==> src/rtl/uart_rx_fifo.sv <==
`default_nettype none
// +--------------------------------------------------------------------------+
// | uart_rx_fifo: 8N1 serial receiver feeding a byte FIFO, Z80 I/O mapped.   |
// | Optional 8E1 parity check when UART_RX_PARITY_EN is defined.             |
// | Revision: 1.0                                                            |
// +--------------------------------------------------------------------------+
module uart_rx_fifo #(
  parameter int CLK_HZ     = 25000000,
  parameter int BAUD       = 9600,
  parameter int DEPTH_LOG2 = 4
) (
  input  logic       clk,
  input  logic       reset_n,
  input  logic       rxd,
  input  logic       rd_stb,
  input  logic       wr_stb,
  input  logic       rs,
  input  logic [7:0] data_in,
  output logic [7:0] data_out,
  output logic       irq_n
);

  localparam int DIV_RAW = CLK_HZ / (BAUD * 16);
  localparam int DIV     = (DIV_RAW < 1) ? 1 : DIV_RAW;
  localparam int TW      = (DIV > 1) ? $clog2(DIV) : 1;
  localparam int DEPTH   = 1 << DEPTH_LOG2;
  localparam logic [DEPTH_LOG2:0] PTR_ONE = 1;

  typedef enum logic [2:0] {
    S_IDLE  = 3'd0,
    S_START = 3'd1,
    S_DATA  = 3'd2,
`ifdef UART_RX_PARITY_EN
    S_PAR   = 3'd3,
`endif
    S_STOP  = 3'd4
  } state_t;

  logic [TW-1:0] tick_cnt_q;
  logic          tick;

  assign tick = (tick_cnt_q == TW'(DIV - 1));

  always_ff @(posedge clk or negedge reset_n) begin
    if (!reset_n)  tick_cnt_q <= '0;
    else if (tick) tick_cnt_q <= '0;
    else           tick_cnt_q <= tick_cnt_q + TW'(1);
  end

  logic sync1_q, sync2_q, rxd_s;

  always_ff @(posedge clk or negedge reset_n) begin
    if (!reset_n) begin
      sync1_q <= 1'b1;
      sync2_q <= 1'b1;
    end else begin
      sync1_q <= rxd;
      sync2_q <= sync1_q;
    end
  end

  assign rxd_s = sync2_q;

  state_t     state_q;
  logic [3:0] cnt_q;
  logic [2:0] bit_q;
  logic [7:0] shift_q;

  // Data/parity/stop counters wrap 15->0 naturally, so only the sample point is decoded.
  always_ff @(posedge clk or negedge reset_n) begin
    if (!reset_n) begin
      state_q <= S_IDLE;
      cnt_q   <= '0;
      bit_q   <= '0;
      shift_q <= '0;
    end else if (tick) begin
      case (state_q)
        S_IDLE: begin
          if (!rxd_s) begin
            state_q <= S_START;
            cnt_q   <= '0;
          end
        end
        S_START: begin
          if (cnt_q == 4'd7) begin
            cnt_q <= '0;
            bit_q <= '0;
            state_q <= rxd_s ? S_IDLE : S_DATA;
          end else begin
            cnt_q <= cnt_q + 4'd1;
          end
        end
        S_DATA: begin
          cnt_q <= cnt_q + 4'd1;
          if (cnt_q == 4'd15) begin
            shift_q <= {rxd_s, shift_q[7:1]};
            bit_q   <= bit_q + 3'd1;
`ifdef UART_RX_PARITY_EN
            if (bit_q == 3'd7) state_q <= S_PAR;
`else
            if (bit_q == 3'd7) state_q <= S_STOP;
`endif
          end
        end
`ifdef UART_RX_PARITY_EN
        S_PAR: begin
          cnt_q <= cnt_q + 4'd1;
          if (cnt_q == 4'd15) state_q <= S_STOP;
        end
`endif
        S_STOP: begin
          cnt_q <= cnt_q + 4'd1;
          if (cnt_q == 4'd15) state_q <= S_IDLE;
        end
        default: state_q <= S_IDLE;
      endcase
    end
  end

  logic stop_hit, push, fe_set, pe_flag;

  assign stop_hit = tick && (state_q == S_STOP) && (cnt_q == 4'd15);
  assign push     = stop_hit && rxd_s;
  assign fe_set   = stop_hit && !rxd_s;

  logic [7:0]          mem_q [DEPTH];
  logic [DEPTH_LOG2:0] wptr_q, rptr_q;
  logic                ovr_q, fe_q, ie_q, irq_n_q;
  logic                empty, full, pop, ctrl_wr, flush, push_ok, irq_pend;
  logic                unused_data;

  assign empty    = (wptr_q == rptr_q);
  assign full     = (wptr_q[DEPTH_LOG2] != rptr_q[DEPTH_LOG2]) &&
                    (wptr_q[DEPTH_LOG2-1:0] == rptr_q[DEPTH_LOG2-1:0]);
  assign pop      = rd_stb && rs && !empty;
  assign ctrl_wr  = wr_stb && !rs;
  assign flush    = ctrl_wr && data_in[0];
  assign push_ok  = push && (!full || pop);
  assign irq_pend = ie_q && (!empty || ovr_q || fe_q || pe_flag);
  assign unused_data = ^data_in[6:1];

`ifdef UART_RX_PARITY_EN
  logic pe_q;

  always_ff @(posedge clk or negedge reset_n) begin
    if (!reset_n)   pe_q <= 1'b0;
    else if (flush) pe_q <= 1'b0;
    else if (tick && (state_q == S_PAR) && (cnt_q == 4'd15) && (rxd_s != ^shift_q))
      pe_q <= 1'b1;
  end

  assign pe_flag = pe_q;
`else
  assign pe_flag = 1'b0;
`endif

  always_ff @(posedge clk) begin
    if (push_ok && !flush) mem_q[wptr_q[DEPTH_LOG2-1:0]] <= shift_q;
  end

  always_ff @(posedge clk or negedge reset_n) begin
    if (!reset_n) begin
      wptr_q  <= '0;
      rptr_q  <= '0;
      ovr_q   <= 1'b0;
      fe_q    <= 1'b0;
      ie_q    <= 1'b0;
      irq_n_q <= 1'b1;
    end else begin
      irq_n_q <= ~irq_pend;
      if (ctrl_wr) ie_q <= data_in[7];
      if (flush) begin
        wptr_q <= '0;
        rptr_q <= '0;
        ovr_q  <= 1'b0;
        fe_q   <= 1'b0;
      end else begin
        if (pop)              rptr_q <= rptr_q + PTR_ONE;
        if (push_ok)          wptr_q <= wptr_q + PTR_ONE;
        if (push && !push_ok) ovr_q  <= 1'b1;
        if (fe_set)           fe_q   <= 1'b1;
      end
    end
  end

  always_comb begin
    data_out = {irq_pend, 2'b00, pe_flag, fe_q, ovr_q, full, !empty};
    if (rs) data_out = empty ? 8'h00 : mem_q[rptr_q[DEPTH_LOG2-1:0]];
  end

  assign irq_n = irq_n_q;

endmodule
`default_nettype wire

==> config.mk <==
export PLATFORM = sky130hd
export DESIGN_NAME = uart_rx_fifo
export DESIGN_NICKNAME = d
export VERILOG_FILES = /design/src/rtl/uart_rx_fifo.sv
export SDC_FILE = /design/constraint.sdc
export NUM_CORES = 1
export LEC_CHECK = 0
export ABC_AREA = 0
export CAP_MARGIN = 25
export CORE_MARGIN = 2
export CORE_UTILIZATION = 51
export CTS_BUF_LIST = sky130_fd_sc_hd__clkbuf_4 sky130_fd_sc_hd__clkbuf_8
export DETAILED_ROUTE_END_ITERATION = 7
export DONT_BUFFER_PORTS = 1
export PLACE_DENSITY_LB_ADDON = 0.12
export SYNTH_ARGS = -nofsm -noshare
export SYNTH_HDL_FRONTEND = slang
export SYNTH_SLANG_ARGS = --single-unit
==> constraint.sdc <==
create_clock -name clk -period 2.66 [get_ports clk]
set_clock_uncertainty 0.05 [all_clocks]
set_input_delay 0.798 -clock clk [delete_from_list [all_inputs] [get_ports clk]]
set_output_delay 0.798 -clock clk [all_outputs]
set_load 0.005 [all_outputs]
==> results of run 1 <==
[critical path: cells and delay by family, from the launching register on]
| family | cells | cell delay [ns] |
|---|---|---|
| flip-flops | 1 | 0.43 |
| buffers and inverters | 2 | 0.27 |
| multiplexers | 2 | 0.98 |
| AND/OR/NAND/NOR | 1 | 0.17 |
[power groups by stage]
stage               Clock, mW  Sequential [mW]  Combinational [mW]
CTS                      1.81             2.89                1.14
detailed placement          0             2.94               0.900
global placement            0             2.94               0.895
finish                   1.76             2.89                1.18
global route             1.90             2.90                1.27
floorplan                   0             2.93               0.634
[how the worst max path moves through the flow]
| stage | cells after the start | endpoint | startpoint | slack [ns] |
|---|---|---|---|---|
| final | 5 | data_out[5] | rptr_q[0]$_DFFE_PN0P_ | -0.51 |
| after global routing | 5 | data_out[5] | rptr_q[0]$_DFFE_PN0P_ | -0.60 |
| after CTS | 6 | data_out[2] | rptr_q[0]$_DFFE_PN0P_ | -0.58 |
| after detailed placement | 7 | data_out[3] | rptr_q[0]$_DFFE_PN0P_ | -0.15 |
| after global placement | 7 | data_out[1] | rptr_q[0]$_DFFE_PN0P_ | -0.13 |
| after floorplan | 5 | data_out[6] | rptr_q[0]$_DFFE_PN0P_ | 0.03 |
[per-layer routing]
| metal | wire, microns | share of wire [%] |
|---|---|---|
| met1 | 6620 | 47 |
| met2 | 6510 | 47 |
| met3 | 626 | 4.5 |
| met4 | 205 | 1.5 |
| met5 | 0 | 0 |
[per-stage QoR]
| stage | worst slack (ns) | setup TNS [ns] | util (%) |
|---|---|---|---|
| 2_1_floorplan | 0.0262 | 0 | - |
| 4_1_cts | -0.578 | -5.82 | 59.6 |
| 3_3_place_gp | -0.134 | -0.636 | 55.6 |
| 5_1_grt | -0.600 | -4.59 | 60.3 |
| 3_5_place_dp | -0.154 | -0.705 | 55.6 |
| 6_report | -0.510 | -3.75 | 60.3 |
[logic make-up after synthesis]
group	Yosys count	share of synthesized area, %
flops	170	67.1
simple gates	103	7.51
mux	63	15.4
compound gates	41	4.08
buf+inv	34	2.38
xor+xnor	14	1.68
fa+ha+maj	11	1.85
[flip-flops by register name, indices dropped and copies added (netlist names), 3 cells and up]
| signal | cells |
|---|---|
| mem_q | 128 |
| shift_q | 8 |
| tick_cnt_q | 8 |
| rptr_q | 5 |
| wptr_q | 5 |
| cnt_q | 4 |
| bit_q | 3 |
| state_q | 3 |
[layout make-up]
| cell class | count | area [sq um] |
|---|---|---|
| fillers | 1060 | 5540 |
| flip-flops and latches | 170 | 4900 |
| multi-input cells | 232 | 2390 |
| repair buffers | 47 | 454 |
| clock buffers | 19 | 249 |
| well taps | 180 | 225 |
| clock inverters | 13 | 134 |
| inverters | 13 | 48.8 |
[what timing repair did]
item	CTS	global route
gates resized for setup	34	27
gates cloned	1	0
buffers inserted	5	2
setup endpoints to repair	8	136
pin swaps	6	4
hold buffers	1	0
hold endpoints to repair	39	0
[placed cells by master (no fill, tap or decap), drive strengths merged, types with 11 or more instances in the layout]
master,count
mux2,18
nand3,11
mux4,32
edfxtp,128
buf,47
nor2,32
mux2i,13
clkbuf,19
nand2,19
dfrtp,39
inv,20
==> results.py, run 1 <==
metrics = {
    "setup_path": {
        "endpoint_kind": "output pin",
        "cp_slowest_stage_delay_ns": 0.51,
        "cp-start-kind": "flip-flop",
        "cp_slowest_cell": "mux4_2",
        "worst_ep_arrival_time_ns": 2.32,
        "reg2reg_to": "mem_q[1][7]$_DFFE_PP_",
        "ff2ff_path_depth": 11,
        "timing.rr.start": "rptr_q[0]$_DFFE_PN0P_",
        "cp_cell_sequence": "buf_12 -> buf_12 -> mux4_2 -> mux4_2 -> and3_4",
        "r2r_setup_slack_ns": 0.07,
        "crit_type": "reg2out",
        "cp_max_fo": 7,
        "required_ns": 1.81,
    },
    "power": {
        "total_leakage_power_nw": 3.37,
        "p_seq_share_pct": 49.6,
        "clock_power_share_pct": 30.2,
        "p_sw_mw": 1.57,
        "intPower_mw": 4.26,
        "vdd_drop_max_mv": 0.612,
        "swShare_pct": 26.9,
        "pwr_density_cell_nw_per_um2": 694,
        "total_power_mw": 5.83,
        "p_comb_share_pct": 20.3,
    },
    "synthesis": {
        "seq_area_frac_synth_pct": 67.1,
        "synth.top_cells.by_area": "edfxtp_1 (53%), dfrtp_1 (13%), mux4_1 (6.5%), mux4_2 (4.3%), mux2_2 (2.8%)",
        "ys.warnings.count": 0,
        "yosysMostFrequentCell": "edfxtp_1",
        "synth_top_area_share_pct": 52.7,
        "synth.distinct_cells": 49,
        "synthFlopType": "edfxtp_1",
        "synthTopCellsByCount": "edfxtp_1 (128), dfrtp_1 (39), nor2_1 (32)",
        "yosysTopAreaCell": "edfxtp_1",
        "netlist_instances": 436,
        "synth_edf_count": 128,
        "avgSynthCellArea_sq_um": 16.7,
        "syn-num-nets": 460,
        "netlist_area_sq_um": 7300,
        "synth-seq-cells": 170,
        "synthArstFlopShare_pct": 24.7,
    },
    "detailed_routing": {
        "viasPerCell": 5.70,
        "drt-initial-drc-count": 282,
        "wire_per_inst_microns": 20.7,
        "vias": 3842,
        "ant_nets": 0,
        "routed_wirelength_microns": 14000,
        "drtPass1Iterations": 4,
        "drcViolationCount": 0,
    },
    "global_route": {
        "grt_usage_pct": 20.2,
        "grt_max_degree": 40,
        "antenna_found_initial": 0,
        "grtUsageMet1_pct": 28.7,
        "grt_util_met3_pct": 4.72,
        "grt-busiest-layer": "met2",
        "grt_pass1_vias": 3933,
        "met2_usage_pct": 30.8,
        "grt_overflow": 0,
        "grt_pass1_wl_microns": 22000,
    },
    "final_layout": {
        "num_antenna_cells": 0,
        "fin_nets": 505,
        "fin_cells": 674,
        "syn_to_final_growth_pct": 15.1,
        "final_area_sq_um": 8400,
        "drive_gt1_share_pct": 33.2,
    },
    "hold_path": {
        "hold_class": "in2async",
    },
    "sta": {
        "relSlewSlack_pct": 60.5,
        "maxSlewViolCount": 0,
        "finalHoldViolations": 0,
        "holdWs_ns": 0.121,
        "setup_viol": 8,
        "fmax_mhz": 315,
        "timing.final.ws_setup_ns": -0.510,
        "tightest_slew_ns": 0.593,
        "period_minus_slack_ns": 3.17,
        "grt_setup_unrepaired": "yes",
        "fin_crit_sh_pct": 119,
    },
    "clock_network": {
        "cts_tree": "yes",
        "clock_path_buffers": 2,
        "clk_pin_slew_worst_paths_ns": 0.10,
        "cts.sinks": 170,
        "clock_latency_ns": 0.45,
        "cts-root-buf": "clkbuf_8",
        "cts_buffers": 17,
        "htreeDepth": 4,
    },
    "placed_design": {
        "numPortBuffers": 0,
        "placed_cell_area_sq_um": 7740,
        "finalWeightedCongestion": 0.797,
        "dp.cells": 634,
        "dp_hpwl_microns": 9210,
    },
    "floorplan": {
        "start_util_pct": 52.4,
        "core_sq_um": 13900,
        "row_count": 43,
        "design.die.area_sq_um": 15300,
        "io_pins": 23,
        "die_y_microns": 124,
        "die_x_microns": 124,
    },
    "status": {
        "status": "finished with violations",
        "violations": "setup timing",
    },
    "flow_run": {
        "drv_cap": 0,
    },
}
Power figures use the tool's default switching activity.
==> run 2: changes to the inputs <==
--- a/config.mk
+++ b/config.mk
@@ -7,8 +7,8 @@
 export LEC_CHECK = 0
 export ABC_AREA = 0
 export CAP_MARGIN = 25
-export CORE_MARGIN = 2
-export CORE_UTILIZATION = 51
+export CORE_MARGIN = 4
+export CORE_UTILIZATION = 47
 export CTS_BUF_LIST = sky130_fd_sc_hd__clkbuf_4 sky130_fd_sc_hd__clkbuf_8
 export DETAILED_ROUTE_END_ITERATION = 7
 export DONT_BUFFER_PORTS = 1
==> constraint.sdc (replaced) <==
create_clock -name clk -period 3.48 [get_ports clk]
set_clock_uncertainty 0.05 [all_clocks]
set_input_delay 1.044 -clock clk [delete_from_list [all_inputs] [get_ports clk]]
set_output_delay 1.044 -clock clk [all_outputs]
set_load 0.005 [all_outputs]
==> run 2 against run 1 <==
  * The run now ends clean
  * Clock-buffer cell count down 1
  * Combinational power down 37%
  * Register-to-register slack better by 0.65 ns
  * Critical path type unchanged
  * Highest routed layer unchanged
==> results.py, run 2 (synthesized netlist as in run 1, its figures left out) <==
metrics = {
    "clock_network": {
        "cts.sinks": 170,
        "hold_buffers": 0,
        "clk_pin_slew_worst_paths_ns": 0.09,
        "cts_tree": "yes",
        "htreeDepth": 4,
        "clock_path_buffers": 2,
        "cts_buffers": 17,
        "cts-root-buf": "clkbuf_8",
        "clock_latency_ns": 0.45,
    },
    "setup_path": {
        "cpLargestDelayFamily": "multiplexers",
        "cp-start-kind": "flip-flop",
        "endpoint_kind": "output pin",
        "ff2ff_path_depth": 7,
        "worst_ep_arrival_time_ns": 2.35,
        "crit_type": "reg2out",
        "cp_slowest_cell": "mux4_1",
        "required_ns": 2.39,
        "cp_cell_sequence": "buf_12 -> mux4_1 -> mux4_2 -> and3_1",
        "path_depth": 4,
        "cp_max_fo": 18,
        "crit_buf_inv": 1,
        "cp_slowest_stage_delay_ns": 0.62,
    },
    "sta": {
        "fin_crit_sh_pct": 99.0,
        "grt_setup_unrepaired": "yes",
        "holdWs_ns": 0.232,
        "finalHoldViolations": 0,
        "relSlewSlack_pct": 56.2,
        "period_minus_slack_ns": 3.44,
        "fmax_mhz": 290,
        "maxSlewViolCount": 0,
        "tightest_slew_ns": 0.658,
        "final.setup.tns_ns": 0,
        "setup_viol": 0,
    },
    "power": {
        "pwr_density_cell_nw_per_um2": 518,
        "vdd_drop_max_mv": 0.283,
        "total_leakage_power_nw": 3.28,
    },
    "detailed_routing": {
        "drcViolationCount": 0,
        "drtPass1Iterations": 4,
        "vias": 3745,
        "routed_wirelength_microns": 13800,
        "drt-initial-drc-count": 276,
        "viasPerCell": 5.65,
        "ant_nets": 0,
        "wire_per_inst_microns": 20.8,
    },
    "placed_design": {
        "numPortBuffers": 0,
        "dp_hpwl_microns": 8750,
        "finalWeightedCongestion": 0.790,
    },
    "floorplan": {
        "die_y_microns": 133,
        "start_util_pct": 48.0,
        "io_pins": 23,
        "row_count": 45,
        "core_sq_um": 15200,
        "design.die.area_sq_um": 17600,
        "die_x_microns": 133,
    },
    "global_route": {
        "grt_usage_pct": 16.7,
        "grt_pass1_wl_microns": 22100,
        "antenna_found_initial": 0,
        "grt_overflow": 0,
        "grt_pass1_vias": 3754,
        "grt_max_degree": 43,
    },
    "final_layout": {
        "syn_to_final_growth_pct": 10.4,
        "layout_commonest_cell": "edfxtp_1",
        "largest_reg_flops": 128,
        "fill_cells": 1219,
        "mostFrequentLayoutCells": "edfxtp_1 (128), dfrtp_1 (38), nor2_1 (32), buf_4 (24)",
        "drive_gt1_share_pct": 25.1,
        "fin_nets": 486,
        "num_antenna_cells": 0,
    },
    "flow_run": {
        "drv_cap": 0,
    },
    "status": {
        "status": "finished clean",
    },
    "hold_path": {
        "hold_class": "in2async",
    },
}
run 2: worst paths after layout:
check	start	to	slack (ns)
max in group asynchronous	reset_n	rxd_s$_DFF_PN1_	2.95
max	rptr_q[0]$_DFFE_PN0P_	data_out[6]	0.04
min in group clk	sync1_q$_DFF_PN1_	rxd_s$_DFF_PN1_	0.31
min	reset_n	rptr_q[0]$_DFFE_PN0P_	0.23
min reg2reg	sync1_q$_DFF_PN1_	rxd_s$_DFF_PN1_	0.31
max reg2reg	rptr_q[2]$_DFFE_PN0P_	mem_q[1][4]$_DFFE_PP_	0.72
run 2: repair_timing:
item	CTS	global route
pin swaps	0	1
gates cloned	1	1
setup buffers	2	1
gates resized for setup	4	14
endpoints found under the setup margin	5	8
run 2: worst register-to-register path, delay by kind of cell, from the launching register on:
kind	cells	cell delay, ns
DFF	1	0.74
and+or+nand+nor	3	0.54
AOI/OAI and AO/OA	1	0.46
buffers and inverters	2	0.40
xor gates and xnor gates	1	0.28
run 2: area by class of cell:
type                            count  area [sq um]  area share (%)
Clock buffer                       18           248            3.07
Clock inverter                     14          93.8            1.16
Timing Repair Buffer               28           273            3.39
Multi-Input combinational cell    232          2260            28.0
Sequential cell                   170          4900            60.8
Tap cell                          188           235            2.92
Inverter                           13          48.8           0.606
run 2: power by group:
| group | switching, mW | internal, mW | total, mW |
|---|---|---|---|
| clock | 0.701 | 0.512 | 1.21 |
| combinational | 0.374 | 0.367 | 0.741 |
| sequential | 0.0347 | 2.18 | 2.22 |
run 2: layer usage:
metal | global-route usage [%] | wire [microns] | part of all wire [%] | vias up
met3 | 3.46 | 519 | 3.8 | 17
met5 | 0 | 0 | 0 | -
li1 | - | - | - | 1745
met1 | 23.6 | 6190 | 45 | 1912
met2 | 26.1 | 6830 | 50 | 71
met4 | 5.54 | 223 | 1.6 | 0
run 2: through the flow:
stage | instances | total power, mW | cell area [sq um] | worst slack [ns] | utilization, %
6_report | 663 | 4.17 | 8060 | 0.0363 | 53.0
5_1_grt | 663 | 4.36 | 8060 | -0.0339 | 53.0
4_1_cts | 661 | 4.14 | 7980 | 0.00165 | 52.5
3_5_place_dp | 626 | 2.86 | 7610 | 0.403 | 50.0
3_3_place_gp | 626 | 2.86 | 7610 | 0.406 | 50.0
2_1_floorplan | 436 | 2.72 | 7300 | 0.600 | -
